## src/rtl/pc_predictor.sv

```systemverilog
// Fetch PC generator with a direct-mapped BTB and 2-bit direction counters.
// Priority for the next PC: execute redirect, then BTB prediction, then pc + 4.
module pc_predictor #(
    parameter int               WIDTH       = 32,
    parameter int               BTB_ENTRIES = 16,
    parameter logic [WIDTH-1:0] RESET_PC    = WIDTH'(32'h0000_0000)
) (
    input  logic             clk,
    input  logic             rst,
    input  logic             stall,
    input  logic             redirect_valid,
    input  logic [WIDTH-1:0] redirect_pc,
    input  logic             upd_valid,
    input  logic [WIDTH-1:0] upd_pc,
    input  logic             upd_taken,
    input  logic [WIDTH-1:0] upd_target,
    output logic [WIDTH-1:0] pc,
    output logic [WIDTH-1:0] npc,
    output logic             pred_taken
);

    localparam int IDX = $clog2(BTB_ENTRIES);
    localparam int TW  = WIDTH - IDX - 2;

    logic [BTB_ENTRIES-1:0] vld;
    logic [TW-1:0]          tags [BTB_ENTRIES];
    logic [WIDTH-1:0]       tgts [BTB_ENTRIES];
    logic [1:0]             ctrs [BTB_ENTRIES];

    logic [IDX-1:0]   fidx;
    logic [IDX-1:0]   uidx;
    logic [TW-1:0]    ftag;
    logic [TW-1:0]    utag;
    logic             hit;
    logic             predict;
    logic             uhit;
    logic [WIDTH-1:0] nxt;

    assign fidx = pc[IDX+1:2];
    assign ftag = pc[WIDTH-1:IDX+2];
    assign uidx = upd_pc[IDX+1:2];
    assign utag = upd_pc[WIDTH-1:IDX+2];

    assign hit     = vld[fidx] && (tags[fidx] == ftag);
    assign predict = hit && ctrs[fidx][1];
    assign uhit    = vld[uidx] && (tags[uidx] == utag);

    always_comb begin
        nxt = pc + WIDTH'(4);
        if (redirect_valid) begin
            nxt = redirect_pc;
        end else if (predict) begin
            nxt = tgts[fidx];
        end
    end

    assign npc        = {nxt[WIDTH-1:2], 2'b00};
    assign pred_taken = predict && !redirect_valid;

    always_ff @(posedge clk or posedge rst) begin
        if (rst) begin
            pc <= {RESET_PC[WIDTH-1:2], 2'b00};
        end else if (!stall || redirect_valid) begin
            pc <= npc;
        end
    end

    // BTB training runs independently of stall/redirect so no resolution is lost.
    always_ff @(posedge clk or posedge rst) begin
        if (rst) begin
            vld <= '0;
            for (int i = 0; i < BTB_ENTRIES; i++) begin
                tags[i] <= '0;
                tgts[i] <= '0;
                ctrs[i] <= 2'b01;
            end
        end else if (upd_valid) begin
            if (uhit) begin
                if (upd_taken) begin
                    tgts[uidx] <= upd_target;
                    if (ctrs[uidx] != 2'b11) begin
                        ctrs[uidx] <= ctrs[uidx] + 2'd1;
                    end
                end else if (ctrs[uidx] != 2'b00) begin
                    ctrs[uidx] <= ctrs[uidx] - 2'd1;
                end
            end else if (upd_taken) begin
                vld[uidx]  <= 1'b1;
                tags[uidx] <= utag;
                tgts[uidx] <= upd_target;
                ctrs[uidx] <= 2'b10;
            end
        end
    end

endmodule

```

## config.mk

```make
export PLATFORM = sky130hd
export DESIGN_NAME = pc_predictor
export DESIGN_NICKNAME = d
export VERILOG_FILES = /design/src/rtl/pc_predictor.sv
export SDC_FILE = /design/constraint.sdc
export NUM_CORES = 2
export LEC_CHECK = 0
export ABC_AREA = 1
export CAP_MARGIN = 15
export CORE_ASPECT_RATIO = 1.75
export CORE_MARGIN = 4
export CORE_UTILIZATION = 58
export CTS_BUF_LIST = sky130_fd_sc_hd__clkbuf_4
export DETAILED_ROUTE_END_ITERATION = 8
export PLACE_DENSITY = 0.79
export SLEW_MARGIN = 10
export SYNTH_ARGS = -nofsm -noshare
export SYNTH_HDL_FRONTEND = slang
export SYNTH_SLANG_ARGS = --single-unit
```

## constraint.sdc

```tcl
create_clock -name clk -period 34.9 [get_ports clk]
set_input_delay 8.725 -clock clk [delete_from_list [all_inputs] [get_ports clk]]
set_output_delay 8.725 -clock clk [all_outputs]
set_load 0.03 [all_outputs]
```

After elaboration in Yosys (flattened, before gate mapping)
Cells that the tools add are included. Widths: inputs -> output; s select.

Flip-flop bits (word level): 1006. Bits in latches: 0. Bits in writable memories: 0. Bits in read-only memories: 0. Input port bits: 102. Output and inout bits: 65. Word-level logic and storage cells: 123. Memories: 0.

Add/subtract/negate cells: 3. Multiply operators: 0. Divide/modulo/power cells: 0. $lt $le $gt $ge: 6. Equality and inequality tests: 4. Shifts and indexed selects: 0. Mux-type cells: 38. Bitwise operators: 7. Reduce and logical (&&, ||, !) cells: 15.

Operators with widths (number): $bwmux 512 (1); $bwmux 416 (1); $mux 32 (10); $bmux 26 s4 (2); $mux 26 (5); $bmux 32 s4 (1); $demux 32 s4 (1); $demux 26 s4 (1); $bwmux 32 (2); $eq 26x26->1 (2); $add 32x3->32 const B (1); $or 16x16->16 (2); $and 16x16->16 (1); $bmux 2 s4 (2); $not 16->16 (1); $ge 5x5->1 const B (2); $lt 4x5->1 const B (2); $mux 2 (5); $not 4->5 (2); $bmux 1 s4 (2); $demux 2 s4 (1); $logic_and 1x1->1 (6); $reduce_bool 2->1 (3); $lt 5x1->1 const B (1); 13 further kinds (16).

Logic depth before layout (Yosys ltp)
Depth after elaboration: 9. Depth in mapped cells: 26. Gate-level depth less buffers: 22.

Least setup slack after synthesis
OpenSTA, ideal clock, no wires.

Path kind: input port to output port. Start: in redirect_valid. End: out npc[25]. Arrival: 9669 ps. Data required time: 26175 ps. Setup slack: 16506 ps. Stages on the path: 5. Path buffers: 2. Cells stage by stage: inv_1 -> clkbuf_1 -> clkbuf_1 -> nand3_1 -> and2_1.

Cells in the longest elaborated chain, start to end: 1.

Ends and longest elaborated chain: start: declaration (RTL line 11) `input logic redirect_valid,`; $mux 32 (RTL line 50) `if (redirect_valid) begin`; end: declaration (RTL line 18) `output logic [WIDTH-1:0] npc,`.

Every way passes these cells.

Worst setup path after layout
Start: in redirect_valid. End: out npc[20].

Same word-level chain as after synthesis.

==> reports/qor.yml <==
clock_tree:
  clockRootBuffer: "sky130_fd_sc_hd__clkbuf_4"
  insertion_delay_ns: 1.29
  tritoncts: "built"
  max-clock-path-buffers: 3
  tritoncts_num_sinks: 974
  cts_buffers: 222
  cts_hold_repair.buffers: 0
  cts_setup_buffers: 0
  path_clk_slew_ns: 0.07
  cts-htree-levels: 4
  cts-resized-gates: 0
detailed_routing:
  drc: 0
  avgViaCountPerCell: 5.96
  ant_nets: 0
  wire_per_inst_um: 20.4
  drt-initial-drc-count: 5994
  vias: 52003
  routed_wirelength_mm: 178
  drt_pre_antenna_iters: 7
yosys:
  postSynth.asyncResetShare_pct: 100
  post_synth_inst_count: 7456
  synth_area_um2: 52400
  proportion_of_synthesized_chip_area_in_sequential_cells_pct: 46.5
  biggest_area_contributors_in_the_synthesized_netlist: "sky130_fd_sc_hd__dfrtp_1 (46%), sky130_fd_sc_hd__nand2_1 (20%), sky130_fd_sc_hd__o21ai_0 (12%)"
  synth.lib_cells_used.distinct: 41
  synthFlopType: "sky130_fd_sc_hd__dfrtp_1"
  synth_area_leader_cell: "sky130_fd_sc_hd__dfrtp_1"
  synthesis.area_per_instance_um2: 7.03
  synth-warning-count: 0
  yosys.area.top_type_share_pct: 45.7
  synth-edff-count: 0
  synth_seq_cells: 974
power_and_ir_drop:
  power.leakage_nw: 28.2
  power.total_w: 0.00322
  ir_worst_vdd_mv: 0.0517
  power.density_cell_area_nw_per_um2: 56.7
floorplan:
  floorplan.die.width_um: 235
  ios: 167
  fp.dieArea_um2: 95400
  placement_rows: 145
  initial_core_util_pct: 58.6
  die_h_um: 406
  core-area_um2: 89400
place:
  placement.io_buffers: 156
  detailed_place_hpwl_mm: 106
  globalplace.congestion: 0.978
  postPlaceCellArea_um2: 54000
  dp_worst_setup_slack_ns: 14.46
worst_setup_path:
  worstRegToRegCells: 21
  timing.reg2reg.setup_slack_ns: 28.98
  crit_path_max_fanout: 27
  start_kind: "primary input"
  setup.worst_path.end_class: "output port"
  rr_endpoint: "pc[11]$_DFFE_PP0P_"
  required_ns: 26.17
  worstSetupPathType: "in -> out"
  reg2reg_from: "pc[3]$_DFFE_PP0P_"
  crit_arrival_ns: 11.78
timing:
  timing.final.crit_period_ns: 20.51
  fin_tns_setup_ns: 0
  min_period_over_period_pct: 58.8
  fmaxAchievable_mhz: 48.8
  timing_hold_violations_final: 0
  fin_worst_skew_ns: 0.0644
  rsz0062_at_grt: "false"
  setup_slack_ns: 14.39
  drv_slew: 0
  worstMarginPinSlew_ns: 1.19
  finalSetupViolCount: 0
  timing.slew.headroom_pct: 20.4
worst_hold_path:
  min_delay_worst_endpoint: "ctrs[8]$_DFFE_PP1P_"
  hold_path_depth: 2
  hold_path_startpoint: "ctrs[8]$_DFFE_PP1P_"
  hold_class: "reg -> reg"
grt:
  grt_pass1_wl_mm: 274
  grt_start_max_net_pins: 190
  antenna_found_initial: 6
  groute.usage.overall_pct: 36.6
  first_global_vias: 49186
  global_route.overflow_total: 0
layout:
  fillerInstances: 8161
  area_growth_pct: 8.42
  footprint_of_the_multi_input_gates_um2: 23800
  sequential_cell_area_um2: 24400
  fin_area_um2: 56800
  fin_nets: 7491
  utilization_pct: 63.5
  post_route_cells_drive_above_1_share_pct: 7.07
run:
  cap_viol_max_count: 0
outcome:
  status: "finished clean"
-- synthesized netlist by cell type, types with 2 or more instances --
cell type / count
sky130_fd_sc_hd__a31oi_1: 11
sky130_fd_sc_hd__nand2_4: 3
sky130_fd_sc_hd__o21ai_1: 13
sky130_fd_sc_hd__a21oi_1: 61
sky130_fd_sc_hd__o22ai_1: 67
sky130_fd_sc_hd__nand2_1: 2753
sky130_fd_sc_hd__dfstp_2: 16
sky130_fd_sc_hd__nand2_2: 9
sky130_fd_sc_hd__o211ai_1: 49
sky130_fd_sc_hd__or2_2: 21
sky130_fd_sc_hd__ha_1: 3
sky130_fd_sc_hd__nand3_1: 420
sky130_fd_sc_hd__inv_2: 2
sky130_fd_sc_hd__nor4_1: 4
sky130_fd_sc_hd__xor2_1: 28
sky130_fd_sc_hd__buf_2: 155
sky130_fd_sc_hd__buf_6: 9
sky130_fd_sc_hd__dfrtp_1: 958
sky130_fd_sc_hd__o21a_1: 36
sky130_fd_sc_hd__inv_1: 544
sky130_fd_sc_hd__nor3_1: 22
sky130_fd_sc_hd__and2_1: 19
sky130_fd_sc_hd__nor2_4: 3
sky130_fd_sc_hd__clkbuf_2: 8
sky130_fd_sc_hd__o221ai_1: 20
sky130_fd_sc_hd__buf_1: 34
sky130_fd_sc_hd__clkbuf_1: 321
sky130_fd_sc_hd__a22o_1: 11
sky130_fd_sc_hd__a22oi_1: 15
sky130_fd_sc_hd__o21ai_0: 1240
sky130_fd_sc_hd__nor2_1: 542
sky130_fd_sc_hd__buf_4: 11
sky130_fd_sc_hd__clkinv_1: 2
sky130_fd_sc_hd__nand4_1: 39
-- cell type report --
class,count,share of cell area (%)
flip-flops and latches,974,42.9
multi-input cells,5397,41.8
clock buffers,328,4.33
repair buffers,241,3.99
inverters,550,3.67
well taps,1176,2.59
clock inverters,53,0.605
diodes,7,0.0308
-- power breakdown --
group	internal, W	leakage, nW	switching (W)
Clock	0.000447	1.67	0.000475
Sequential	0.00134	12.3	0.000143
Combinational	0.000272	14.2	0.000548
Total	0.00206	28.2	0.00117
-- flip-flops by register name, indices dropped and copies added, names as in the netlist --
name / cells
vld: 16
ctrs: 32
tags: 416
tgts: 480
pc: 30
-- kinds of logic after synthesis --
family	after synthesis	synth area share [%]
other cells	1	0.00715
xor+xnor	29	0.485
simple gates	3838	29.1
buf+inv	1088	8.39
flops	974	46.5
compound gates	1523	15.4
fa+ha+maj	3	0.0716
-- layer usage --
layer	GRT usage (%)	part of all wire, %	up-vias
met5	0	0.013	-
met4	27.1	8.7	4
met3	8.43	10	821
met2	58.2	45	3098
met1	43.5	36	24325
li1	-	-	23755
-- layout by cell type, fill, tap and decap left out, types with 9 or more instances in the layout --
master                            netlist  final
sky130_fd_sc_hd__a21oi_1               61     61
sky130_fd_sc_hd__o21ai_0             1240   1239
sky130_fd_sc_hd__a22o_1                11     11
sky130_fd_sc_hd__o211ai_1              49     49
sky130_fd_sc_hd__nand4_1               39     39
sky130_fd_sc_hd__clkbuf_4               0    328
sky130_fd_sc_hd__a31oi_1               11     11
sky130_fd_sc_hd__nand3_1              420    413
sky130_fd_sc_hd__and2_1                19     19
sky130_fd_sc_hd__inv_2                  2      9
sky130_fd_sc_hd__clkdlybuf4s50_1        0    154
sky130_fd_sc_hd__o21a_1                36     36
sky130_fd_sc_hd__a22oi_1               15     15
sky130_fd_sc_hd__o221ai_1              20     20
sky130_fd_sc_hd__nand2_1             2753   2744
sky130_fd_sc_hd__nor2_1               542    532
sky130_fd_sc_hd__xor2_1                28     28
sky130_fd_sc_hd__dfstp_2               16     16
sky130_fd_sc_hd__o22ai_1               67     67
sky130_fd_sc_hd__clkinv_1               2     35
sky130_fd_sc_hd__nand2_2                9     18
sky130_fd_sc_hd__inv_1                544    535
sky130_fd_sc_hd__buf_4                 11     80
sky130_fd_sc_hd__dfrtp_1              958    955
sky130_fd_sc_hd__or2_2                 21     21
sky130_fd_sc_hd__o21ai_1               13     13
sky130_fd_sc_hd__nor3_1                22     21
-- metrics by stage --
step / cells / hold WS (ns)
finish: 8726 / 0.464
global route: 8725 / 0.480
CTS: 8717 / 0.464
detailed placement: 8336 / 0.453
global placement: 8336 / 0.450
floorplan: 7459 / 0.442
-- worst max-delay path, stage by stage --
cell and delay, ns:
sky130_fd_sc_hd__clkdlybuf4s50_1 0.78, sky130_fd_sc_hd__inv_1 0.71, sky130_fd_sc_hd__buf_4 0.45, sky130_fd_sc_hd__nand3_1 0.25, sky130_fd_sc_hd__nand2_1 0.16, sky130_fd_sc_hd__clkdlybuf4s50_1 0.69
-- worst max path at each step --
stage                   start              endpoint  slack, ns  cells past startpoint
2_1_floorplan             rst  ctrs[11]$_DFFE_PP0P_      12.77                      1
3_3_place_gp   redirect_valid               npc[18]      14.47                      6
3_5_place_dp   redirect_valid               npc[18]      14.46                      6
4_1_cts        redirect_valid               npc[20]      14.45                      6
5_1_grt        redirect_valid               npc[30]      14.33                      6
6_report       redirect_valid               npc[20]      14.39                      6
(Power assumes the default switching activity.)
